## src/rtl/cv32e40p_apu_arbiter_if.sv

```systemverilog
// APU bundle between NUM_CORES cv32e40p cores, the shared-FPU arbiter and one FP wrapper.
// Handshakes: a request is held until the cycle its gnt is high, and that cycle is the transfer.
// A response transfers in the single cycle rvalid is high; rvalid cannot be back-pressured.
interface cv32e40p_apu_arbiter_if #(
    parameter int NUM_CORES        = 2,
    parameter int APU_NARGS_CPU    = 3,
    parameter int APU_WOP_CPU      = 6,
    parameter int APU_NDSFLAGS_CPU = 15,
    parameter int APU_NUSFLAGS_CPU = 5
);
    logic [NUM_CORES-1:0]                          core_req_i;
    logic [NUM_CORES-1:0]                          core_gnt_o;
    logic [NUM_CORES-1:0][APU_NARGS_CPU-1:0][31:0] core_operands_i;
    logic [NUM_CORES-1:0][APU_WOP_CPU-1:0]         core_op_i;
    logic [NUM_CORES-1:0][APU_NDSFLAGS_CPU-1:0]    core_flags_i;
    logic [NUM_CORES-1:0]                          core_rvalid_o;
    logic [31:0]                                   core_rdata_o;
    logic [APU_NUSFLAGS_CPU-1:0]                   core_rflags_o;

    logic                                          apu_req_o;
    logic                                          apu_gnt_i;
    logic [APU_NARGS_CPU-1:0][31:0]                apu_operands_o;
    logic [APU_WOP_CPU-1:0]                        apu_op_o;
    logic [APU_NDSFLAGS_CPU-1:0]                   apu_flags_o;
    logic                                          apu_rvalid_i;
    logic [31:0]                                   apu_rdata_i;
    logic [APU_NUSFLAGS_CPU-1:0]                   apu_rflags_i;

    // Arbiter view.
    modport slave (
        input  core_req_i, core_operands_i, core_op_i, core_flags_i,
        input  apu_gnt_i, apu_rvalid_i, apu_rdata_i, apu_rflags_i,
        output core_gnt_o, core_rvalid_o, core_rdata_o, core_rflags_o,
        output apu_req_o, apu_operands_o, apu_op_o, apu_flags_o
    );

    // Environment view: the cores plus the FP wrapper.
    modport master (
        output core_req_i, core_operands_i, core_op_i, core_flags_i,
        output apu_gnt_i, apu_rvalid_i, apu_rdata_i, apu_rflags_i,
        input  core_gnt_o, core_rvalid_o, core_rdata_o, core_rflags_o,
        input  apu_req_o, apu_operands_o, apu_op_o, apu_flags_o
    );
endinterface

```

## src/rtl/cv32e40p_apu_arbiter.sv

```systemverilog
// Round-robin arbiter sharing one FP wrapper among NUM_CORES APU masters.
// Only one transaction is outstanding, so responses always belong to the registered owner.
module cv32e40p_apu_arbiter #(
    parameter int NUM_CORES = 2
) (
    input  logic                  clk_i,
    input  logic                  rst_ni,
    cv32e40p_apu_arbiter_if.slave bus,
    output logic                  busy_o,
    output logic [1:0]            state_o
);
    localparam int ARB_W = (NUM_CORES > 1) ? $clog2(NUM_CORES) : 1;

    typedef enum logic [1:0] {
        IDLE = 2'd0,
        LOCK = 2'd1,
        WAIT = 2'd2
    } state_e;

    state_e           state_q, state_d;
    logic [ARB_W-1:0] rr_ptr_q, rr_ptr_d;
    logic [ARB_W-1:0] owner_q, owner_d;
    logic [ARB_W-1:0] winner, cand, sel;
    logic             any_req;
    logic             free;

    function automatic logic [ARB_W-1:0] ptr_inc(input logic [ARB_W-1:0] p);
        return (p == ARB_W'(NUM_CORES - 1)) ? '0 : p + ARB_W'(1);
    endfunction

    // First requester at or after rr_ptr_q, wrapping modulo NUM_CORES.
    always_comb begin
        any_req = 1'b0;
        winner  = '0;
        cand    = '0;
        for (int i = 0; i < NUM_CORES; i++) begin
            cand = ARB_W'((int'(rr_ptr_q) + i) % NUM_CORES);
            if (!any_req && bus.core_req_i[cand]) begin
                any_req = 1'b1;
                winner  = cand;
            end
        end
    end

    always_comb begin
        state_d            = state_q;
        rr_ptr_d           = rr_ptr_q;
        owner_d            = owner_q;
        sel                = owner_q;
        free               = 1'b0;
        bus.core_gnt_o     = '0;
        bus.core_rvalid_o  = '0;
        bus.apu_req_o      = 1'b0;

        case (state_q)
            IDLE: free = 1'b1;
            LOCK: begin
                bus.apu_req_o = 1'b1;
                if (bus.apu_gnt_i) begin
                    bus.core_gnt_o[owner_q] = 1'b1;
                    rr_ptr_d                = ptr_inc(owner_q);
                    state_d                 = WAIT;
                end
            end
            WAIT: begin
                // The response cycle doubles as a free cycle so issue has no bubble.
                if (bus.apu_rvalid_i) begin
                    bus.core_rvalid_o[owner_q] = 1'b1;
                    state_d                    = IDLE;
                    free                       = 1'b1;
                end
            end
            default: state_d = IDLE;
        endcase

        if (free && any_req) begin
            bus.apu_req_o = 1'b1;
            sel           = winner;
            owner_d       = winner;
            if (bus.apu_gnt_i) begin
                bus.core_gnt_o[winner] = 1'b1;
                rr_ptr_d               = ptr_inc(winner);
                state_d                = WAIT;
            end else begin
                state_d = LOCK;
            end
        end
    end

    always_ff @(posedge clk_i or negedge rst_ni) begin
        if (!rst_ni) begin
            state_q  <= IDLE;
            rr_ptr_q <= '0;
            owner_q  <= '0;
        end else begin
            state_q  <= state_d;
            rr_ptr_q <= rr_ptr_d;
            owner_q  <= owner_d;
        end
    end

    assign bus.apu_operands_o = bus.core_operands_i[sel];
    assign bus.apu_op_o       = bus.core_op_i[sel];
    assign bus.apu_flags_o    = bus.core_flags_i[sel];
    assign bus.core_rdata_o   = bus.apu_rdata_i;
    assign bus.core_rflags_o  = bus.apu_rflags_i;

    assign busy_o  = (state_q != IDLE);
    assign state_o = state_q;

`ifndef SYNTHESIS
    a_gnt_onehot0: assert property (@(posedge clk_i) disable iff (!rst_ni)
        $onehot0(bus.core_gnt_o))
        else $error("core_gnt_o has more than one bit set");

    a_rvalid_onehot0: assert property (@(posedge clk_i) disable iff (!rst_ni)
        $onehot0(bus.core_rvalid_o))
        else $error("core_rvalid_o has more than one bit set");

    a_lock_stable: assert property (@(posedge clk_i) disable iff (!rst_ni)
        (state_q == LOCK && !bus.apu_gnt_i) |=>
        (bus.apu_req_o && $stable(bus.apu_op_o) && $stable(bus.apu_operands_o)
         && $stable(bus.apu_flags_o)))
        else $error("locked APU request changed before grant");

    // A stray response is dropped; this only reports it.
    a_no_spurious_rvalid: assert property (@(posedge clk_i) disable iff (!rst_ni)
        !(bus.apu_rvalid_i && state_q != WAIT))
        else $warning("apu_rvalid_i seen with no outstanding transaction");
`endif
endmodule

```

## src/flat_wrapper.sv

```systemverilog
// flat-port wrapper written by rule: the top's interface ports become plain ports
module cv32e40p_apu_arbiter_flat 
#(
    parameter int NUM_CORES = 2
)
  (clk_i, rst_ni, busy_o, state_o, bus_core_req_i, bus_core_operands_i, bus_core_op_i, bus_core_flags_i, bus_apu_gnt_i, bus_apu_rvalid_i, bus_apu_rdata_i, bus_apu_rflags_i, bus_core_gnt_o, bus_core_rvalid_o, bus_core_rdata_o, bus_core_rflags_o, bus_apu_req_o, bus_apu_operands_o, bus_apu_op_o, bus_apu_flags_o);
  cv32e40p_apu_arbiter_if #(.NUM_CORES(NUM_CORES), .APU_NARGS_CPU((3)), .APU_WOP_CPU((6)), .APU_NDSFLAGS_CPU((15)), .APU_NUSFLAGS_CPU((5))) bus_i ();
  input  logic clk_i;
  input  logic rst_ni;
  output logic busy_o;
  output logic [1:0] state_o;
  input wire logic [$bits(bus_i.core_req_i)-1:0] bus_core_req_i;
  input wire logic [$bits(bus_i.core_operands_i)-1:0] bus_core_operands_i;
  input wire logic [$bits(bus_i.core_op_i)-1:0] bus_core_op_i;
  input wire logic [$bits(bus_i.core_flags_i)-1:0] bus_core_flags_i;
  input wire logic [$bits(bus_i.apu_gnt_i)-1:0] bus_apu_gnt_i;
  input wire logic [$bits(bus_i.apu_rvalid_i)-1:0] bus_apu_rvalid_i;
  input wire logic [$bits(bus_i.apu_rdata_i)-1:0] bus_apu_rdata_i;
  input wire logic [$bits(bus_i.apu_rflags_i)-1:0] bus_apu_rflags_i;
  output wire logic [$bits(bus_i.core_gnt_o)-1:0] bus_core_gnt_o;
  output wire logic [$bits(bus_i.core_rvalid_o)-1:0] bus_core_rvalid_o;
  output wire logic [$bits(bus_i.core_rdata_o)-1:0] bus_core_rdata_o;
  output wire logic [$bits(bus_i.core_rflags_o)-1:0] bus_core_rflags_o;
  output wire logic [$bits(bus_i.apu_req_o)-1:0] bus_apu_req_o;
  output wire logic [$bits(bus_i.apu_operands_o)-1:0] bus_apu_operands_o;
  output wire logic [$bits(bus_i.apu_op_o)-1:0] bus_apu_op_o;
  output wire logic [$bits(bus_i.apu_flags_o)-1:0] bus_apu_flags_o;
  assign bus_i.core_req_i = bus_core_req_i;
  assign bus_i.core_operands_i = bus_core_operands_i;
  assign bus_i.core_op_i = bus_core_op_i;
  assign bus_i.core_flags_i = bus_core_flags_i;
  assign bus_i.apu_gnt_i = bus_apu_gnt_i;
  assign bus_i.apu_rvalid_i = bus_apu_rvalid_i;
  assign bus_i.apu_rdata_i = bus_apu_rdata_i;
  assign bus_i.apu_rflags_i = bus_apu_rflags_i;
  assign bus_core_gnt_o = bus_i.core_gnt_o;
  assign bus_core_rvalid_o = bus_i.core_rvalid_o;
  assign bus_core_rdata_o = bus_i.core_rdata_o;
  assign bus_core_rflags_o = bus_i.core_rflags_o;
  assign bus_apu_req_o = bus_i.apu_req_o;
  assign bus_apu_operands_o = bus_i.apu_operands_o;
  assign bus_apu_op_o = bus_i.apu_op_o;
  assign bus_apu_flags_o = bus_i.apu_flags_o;
  cv32e40p_apu_arbiter #(.NUM_CORES(NUM_CORES)) u_core (.clk_i(clk_i), .rst_ni(rst_ni), .bus(bus_i), .busy_o(busy_o), .state_o(state_o));
endmodule
```

## config.mk

```make
export PLATFORM = sky130hd
export DESIGN_NAME = cv32e40p_apu_arbiter_flat
export DESIGN_NICKNAME = d
export VERILOG_FILES = /design/src/rtl/cv32e40p_apu_arbiter_if.sv /design/src/rtl/cv32e40p_apu_arbiter.sv /design/src/flat_wrapper.sv
export SDC_FILE = /design/constraint.sdc
export NUM_CORES = 1
export LEC_CHECK = 0
export CORE_AREA = 2 2 171 173
export CTS_CLUSTER_SIZE = 10
export DETAILED_ROUTE_END_ITERATION = 6
export DIE_AREA = 0 0 173 175
export PLACE_DENSITY = 0.37
export SLEW_MARGIN = 30
export SYNTH_ARGS = -nofsm -noshare
export SYNTH_HDL_FRONTEND = slang
export SYNTH_SLANG_ARGS = --single-unit
```

## constraint.sdc

```tcl
create_clock -name clk_i -period 1.6 [get_ports clk_i]
set_input_delay 0.24 -clock clk_i [delete_from_list [all_inputs] [get_ports clk_i]]
set_output_delay 0.24 -clock clk_i [all_outputs]
set_load 0.03 [all_outputs]
```

==> results of run 1 <==
## metrics by stage
stage,setup TNS (ps),setup WS (ps),utilization
after floorplan,-27930,-288.6,-
after global placement,-123850,-1185,0.2039
after detailed placement,-122460,-1170,0.2039
after CTS,-82540,-776.2,0.2270
after global routing,-76250,-728.7,0.2416
final,-70250,-682.0,0.2416
## where the power goes
part           switching [mW]  internal (mW)
combinational            2.49           3.11
sequential             0.0181          0.124
clock                  0.0787          0.330
total                    2.59           3.56
## flip-flops by register name (all words and copies together), names as in the netlist
name,flops
u_core.owner_q,1
u_core.rr_ptr_q,1
u_core.state_o,2
## worst register-to-register path, stage by stage, from the launching register on
cell and delay, ps:
dfrtp_1 370, o2111a_2 280, a21oi_4 130, buf_12 150, buf_12 140, buf_12 120
buf_16 120, buf_6 90, inv_2 20
## cell usage in the layout, fill, tap and decap left out, drive strengths merged
cell type | synthesis | final
and2 | 2 | 2
and4 | 1 | 1
o22ai | 1 | 1
clkbuf | 0 | 5
nand3 | 1 | 1
or2 | 2 | 2
mux2 | 117 | 117
nand2 | 2 | 2
o2111a | 1 | 1
dlygate4sd2 | 0 | 5
nand2b | 3 | 3
nor2b | 1 | 1
buf | 49 | 156
a2bb2oi | 1 | 1
inv | 4 | 4
clkdlybuf4s15 | 0 | 14
a21oi | 4 | 4
clkdlybuf4s50 | 0 | 236
nor3b | 1 | 1
o21a | 1 | 1
nor2 | 1 | 1
dfrtp | 4 | 4
nand4 | 1 | 1
## cell usage after synthesis
library cell and count:
inv_1 3, nand2b_1 3, mux2_2 98, a2bb2oi_1 1
and2_1 2, nand2_1 2, dfrtp_1 4, or2_2 2
and4_1 1, nor3b_1 1, mux2_1 19, o21a_1 1
inv_2 1, a21oi_1 3, buf_4 46, buf_6 3
o2111a_1 1, a21oi_4 1, nor2_1 1, nand4_1 1
o22ai_1 1, nand3_1 1, nor2b_1 1
## area by class of cell
class,instances,area share
flip-flops and latches,4,0.01496
inverters,4,0.002189
multi-input cells,140,0.2637
repair buffers,412,0.6376
clock buffers,4,0.01149
well taps,384,0.07003
## per-layer routing
layer / global-route usage / vias to the layer above / share of wire
met3: 0.02176 / 9 / 0.069
met2: 0.1842 / 193 / 0.56
met4: 0.007768 / 0 / 0.0070
met1: 0.09288 / 1413 / 0.36
li1: - / 1413 / -
met5: 0 / - / 0
## timing repair
| item | in CTS | in global routing |
|---|---|---|
| hold endpoints to repair | 0 | 0 |
| gates cloned | 5 | 3 |
| setup buffers | 13 | 15 |
| gates resized for setup | 343 | 180 |
| endpoints found under the setup margin | 124 | 122 |
| pin swaps | 1 | 2 |
## cells by family after synthesis
logic type	synth area share
DFF	0.05093
AOI/OAI and AO/OA	0.03310
buffers and inverters	0.2005
muxes	0.6703
and+or+nand+nor	0.04520
## final timing paths
kind                                   from                      to  slack (ps)
setup / recovery            u_core.rr_ptr_q  bus_apu_operands_o[69]        -680
hold / removal                       rst_ni       u_core.state_o[0]         240
setup reg to reg            u_core.rr_ptr_q          u_core.owner_q          80
hold reg to reg             u_core.rr_ptr_q         u_core.rr_ptr_q         620
max in group asynchronous            rst_ni       u_core.state_o[1]        1140
min in group clk_i         bus_apu_rvalid_i       u_core.state_o[1]         470
==> run metrics, run 1 <==
Top-Level Pins 439; Starting Density 0.06923; count of placed standard cells in the final layout, fillers left out 948; number of nets with antenna violations after routing 0; number of H-tree levels 1; number of antenna repair diodes 0; maximum fanout along the worst path 18; cell count along the critical path 7; final critical path time including I/O delays and setup 2282 ps; achievable frequency 0.4382 GHz; CP max-delay cell dfrtp_1; total number of placement rows 62; PnR Total Power 6.149 mW; final non-filler cell area 6860 um^2; Static Leakage 2.997 nW; Arrival @ worst endpoint 2040 ps; outcome finished with violations; largest net degree at the start of global routing 36; main area contributors after synthesis mux2_2 56%, buf_4 18%, mux2_1 11%; final hold slack 242.2 ps; YS warnings 0; Via density 3.194; power density cells 896.3 nW/um^2; worst slew margin relative to its limit 0.7985; height of the die 175 um; detailed-route wire length 15480 um; fin worst setup slack -682.0 ps; placement-stage cell area 5789 um^2; die extent in x 173 um; first-pass iteration count of the detailed router 4; share of the yosys chip area belonging to registers 0.05092; net count after synthesis 474; Worst-Skew Late Latency 230 ps; Std-Cell Core Area 28390 um^2; cts-stage hold buffer count 0; Startpoint Class flop; cell accounting for the most synthesized area mux2_2; CTS tree built; Worst EP required 1360 ps; number of buffers on the longest clock path 2; Register Area 102.6 um^2; overall track demand over capacity in global routing 0.08927; fraction of post-synthesis cell area in the top cell type by area 0.5614; number of buffers and inverters on the critical path 4; Yosys reg bits 4; master cell of the clock root buffer clkbuf_16; total CTS buffers 3; vias in the first global route 3381; area overhead of the layout relative to synthesis 249.0%; total setup violations reported at the end of the flow 118; chain of cells forming the critical path o2111a_2, a21oi_4, buf_12, buf_16, buf_6, mux2_2, buf_4; HPWL after detailed placement 12500 um; failing checks negative setup slack; Placer Congestion 0.8510; Synth cell types 23; share of layout cells above drive strength 1 0.5390; worst IR drop on VDD 0.4529 mV; Worst Max-Slew Pin Slew 303.5 ps; initial DRC count 28; detailed-route wire length per cell 16.33 um; Post-Synthesis Mean Instance Area 9.978 um^2; Final period util 1.426; clk slew on worst S/H paths 30 ps; unrepaired setup endpoints after global routing true; placed insts 913; fin. max-slew vios 0; hold crit path type in2async; number of cells on the worst reg-to-reg path 8; kind of cell adding the most delay to the critical path buffers and inverters; sum of overflow across all layers after global routing 0; number of filler instances in the final layout 3130; area occupied by multi-input gates 1809 um^2; via count 3028; total of max-cap violations 0; fin nets 842; Syn Inst Count 197; Worst setup EP type output port; number of antenna violations at the first check in global routing 0; Largest stage delay, worst path 370 ps; Cell Area, Synth 1966 um^2; Fin Clk Skew 1.161 ps; input/output buffers 364; number of remaining DRC errors 0; Hold Violations, Final 0; first-pass GRT wire length 20750 um; type of the worst setup path reg2out; floorplan die area 30280 um^2; number of clock sinks 4
Power figures use the tool's default switching activity.
==> run 2: changes to the inputs <==
--- a/config.mk
+++ b/config.mk
@@ -9,6 +9,7 @@
 export CTS_CLUSTER_SIZE = 10
 export DETAILED_ROUTE_END_ITERATION = 6
 export DIE_AREA = 0 0 173 175
+export GPL_TIMING_DRIVEN = 0
 export PLACE_DENSITY = 0.37
 export SLEW_MARGIN = 30
 export SYNTH_ARGS = -nofsm -noshare
==> run 2 against run 1 <==
- the run still ends with negative setup slack left
- final cell count is 7.3% higher
- clock skew is 2.2 ps higher
- sequential share of layout area is 0.12 points lower
- routed wire length is 5.3% higher
- fmax is 0.66% higher
- total power is 3.6% higher
- critical path depth is 1 higher
- clock power is 4% lower
- die area stayed put
- highest routed layer unchanged
- core utilization is 2.1 points higher
- first-iteration DRC count is 61% higher
==> run metrics, run 2 (synthesized netlist as in run 1, its figures left out) <==
commonest non-fill, non-tap cell in the layout clkdlybuf4s50_1; Std-Cell Core Area 28390 um^2 (unchanged); CTS tree built; max FFs per register 2 (unchanged); Startpoint Class flop; worst IR drop on VDD 0.3663 mV (-19%); Hold Violations, Final 0 (unchanged); Worst EP required 1360 ps (about the same); fraction of power consumed by combinational cells 0.915 (+0.004); hold crit path type in2async; final non-filler cell area 7460 um^2 (+8.7%); master cell of the clock root buffer clkbuf_16; number of buffers on the longest clock path 2 (unchanged); final hold slack 226.7 ps (-15.57 ps); area overhead of the layout relative to synthesis 279.5%; fin. max-slew vios 0 (unchanged); overall track demand over capacity in global routing 0.09595 (+0.006681); HPWL after detailed placement 13640 um (+9.1%); total setup violations reported at the end of the flow 118 (unchanged); Int Power 3.671 mW (+3.0%); die extent in x 173 um (unchanged); clk slew on worst S/H paths 30 ps (about the same); Worst setup EP type output port; input/output buffers 401 (+10%); worst slew margin relative to its limit 0.7825 (-0.01603); fin nets 912 (+8.3%); worst slack at placement -1607 ps (-436.4 ps); via count 3301 (+9.0%); unrepaired setup endpoints after global routing true; Via density 3.246 (+1.6%); NetSw 2.698 mW (+4.3%); floorplan die area 30280 um^2 (unchanged); type of the worst setup path reg2out; achievable frequency 0.4411 GHz (+0.66%); maximum fanout along the worst path 8 (-10); share of layout cells above drive strength 1 0.5308 (-0.008201); number of H-tree levels 1 (unchanged); number of filler instances in the final layout 3060 (-2.2%); number of antenna violations at the first check in global routing 0 (unchanged); outcome finished with violations; proportion of total power due to net switching 0.4236 (+0.003047); number of clock sinks 4 (unchanged); total of max-cap violations 0 (unchanged); detailed-route wire length per cell 16.02 um (-1.9%); vias in the first global route 3636 (+7.5%); number of antenna repair diodes 0 (unchanged); highest-count cells in the layout ignoring fill and taps 273 x clkdlybuf4s50_1, 104 x buf_6, 81 x mux2_4; final critical path time including I/O delays and setup 2267 ps (-14.85 ps); Final period util 1.417 (-0.009284); Placer Congestion 0.8638 (+1.5%); number of nets with antenna violations after routing 0 (unchanged); total number of placement rows 62 (unchanged); number of remaining DRC errors 0 (unchanged); fin worst setup slack -667.1 ps (+14.85 ps); cts-stage hold buffer count 0 (unchanged); Worst Max-Slew Pin Slew 325.3 ps (+21.82 ps); largest net degree at the start of global routing 11 (-69%); Arrival @ worst endpoint 2030 ps (about the same); height of the die 175 um (unchanged); Static Leakage 3.328 nW (+11%); setup slack on the worst flop-to-flop path 50 ps (-30 ps); Worst-Skew Late Latency 230 ps (about the same); failing checks negative setup slack; Reg power frac 0.024 (about the same); power density cells 853.7 nW/um^2 (-4.7%); Top-Level Pins 439 (unchanged); detailed-route wire length 16290 um (+5.3%); total CTS buffers 3 (unchanged); sum of overflow across all layers after global routing 0 (unchanged); first-pass iteration count of the detailed router 4 (unchanged); placement-stage cell area 6554 um^2 (+13%); first-pass GRT wire length 22360 um (+7.8%); initial DRC count 45 (+61%); Fin Clk Skew 3.369 ps (+2.207 ps); clock power share 0.062 (-0.004); Starting Density 0.06923 (unchanged)
-- run 2: cell count changes in the layout (fill, tap and decap cells not counted), sizes merged --
cell           before  now
buf               156  202
clkdlybuf4s50     236  273
clkdlybuf4s15      14    1
dlygate4sd2         5    3
dlymetal6s2s        0    2
clkbuf              5    4
-- run 2: final cells by class --
type / instances / area, um^2 / area share
multi-input cells: 140 / 1809 / 0.2425
plain buffers: 46 / 437.9 / 0.05871
repair buffers: 436 / 4537 / 0.6082
inverters: 4 / 17.52 / 0.002348
well taps: 384 / 480.5 / 0.06441
flip-flops and latches: 4 / 102.6 / 0.01375
clock buffers: 3 / 75.07 / 0.01006
-- run 2: power by group through the flow --
stage / logic [mW] / clock network [mW] / registers [mW]
3_3_place_gp: 4.68 / 0 / 0.156
2_1_floorplan: 2.62 / 0 / 0.161
6_report: 5.83 / 0.393 / 0.150
5_1_grt: 6.08 / 0.415 / 0.152
3_5_place_dp: 4.67 / 0 / 0.155
4_1_cts: 5.86 / 0.403 / 0.148
-- run 2: per-layer routing --
metal	vias up	wire length (um)	global-route usage
met3	3	1171	0.02263
met5	-	0	0
met1	1551	5398	0.09521
met4	0	29	0.005297
li1	1548	-	-
met2	199	9694	0.2058
-- run 2: worst paths after layout --
check / start / endpoint / cells past startpoint
setup / recovery: u_core.rr_ptr_q / bus_apu_operands_o[72] / 8
hold / removal: rst_ni / u_core.rr_ptr_q / 1
setup reg to reg: u_core.rr_ptr_q / u_core.owner_q / 7
hold reg to reg: u_core.rr_ptr_q / u_core.rr_ptr_q / 2
max in group asynchronous: rst_ni / u_core.state_o[0] / 1
min in group clk_i: bus_apu_rvalid_i / u_core.state_o[1] / 2
-- run 2: per-stage QoR --
step	util	total power [mW]	TNS, ps	cells
floorplan	-	2.779	-27930	197
global placement	0.2308	4.839	-176130	982
detailed placement	0.2308	4.824	-180590	982
CTS	0.2593	6.414	-80940	1021
global route	0.2627	6.647	-78430	1017
finish	0.2627	6.369	-70700	1017
-- run 2: worst max-delay path, stage by stage (launching register included) --
cell      delay [ps]
dfrtp_1          380
o2111a_2         280
a21oi_4          160
buf_6            140
buf_16           150
buf_12           120
buf_8            110
mux2_4           310
buf_6            140
-- run 2: what timing repair did --
action,4_1_cts,5_1_grt
pin swaps,3,2
gates resized for setup,867,93
endpoints found under the setup margin,124,123
buffers inserted,27,4
gates cloned,9,1
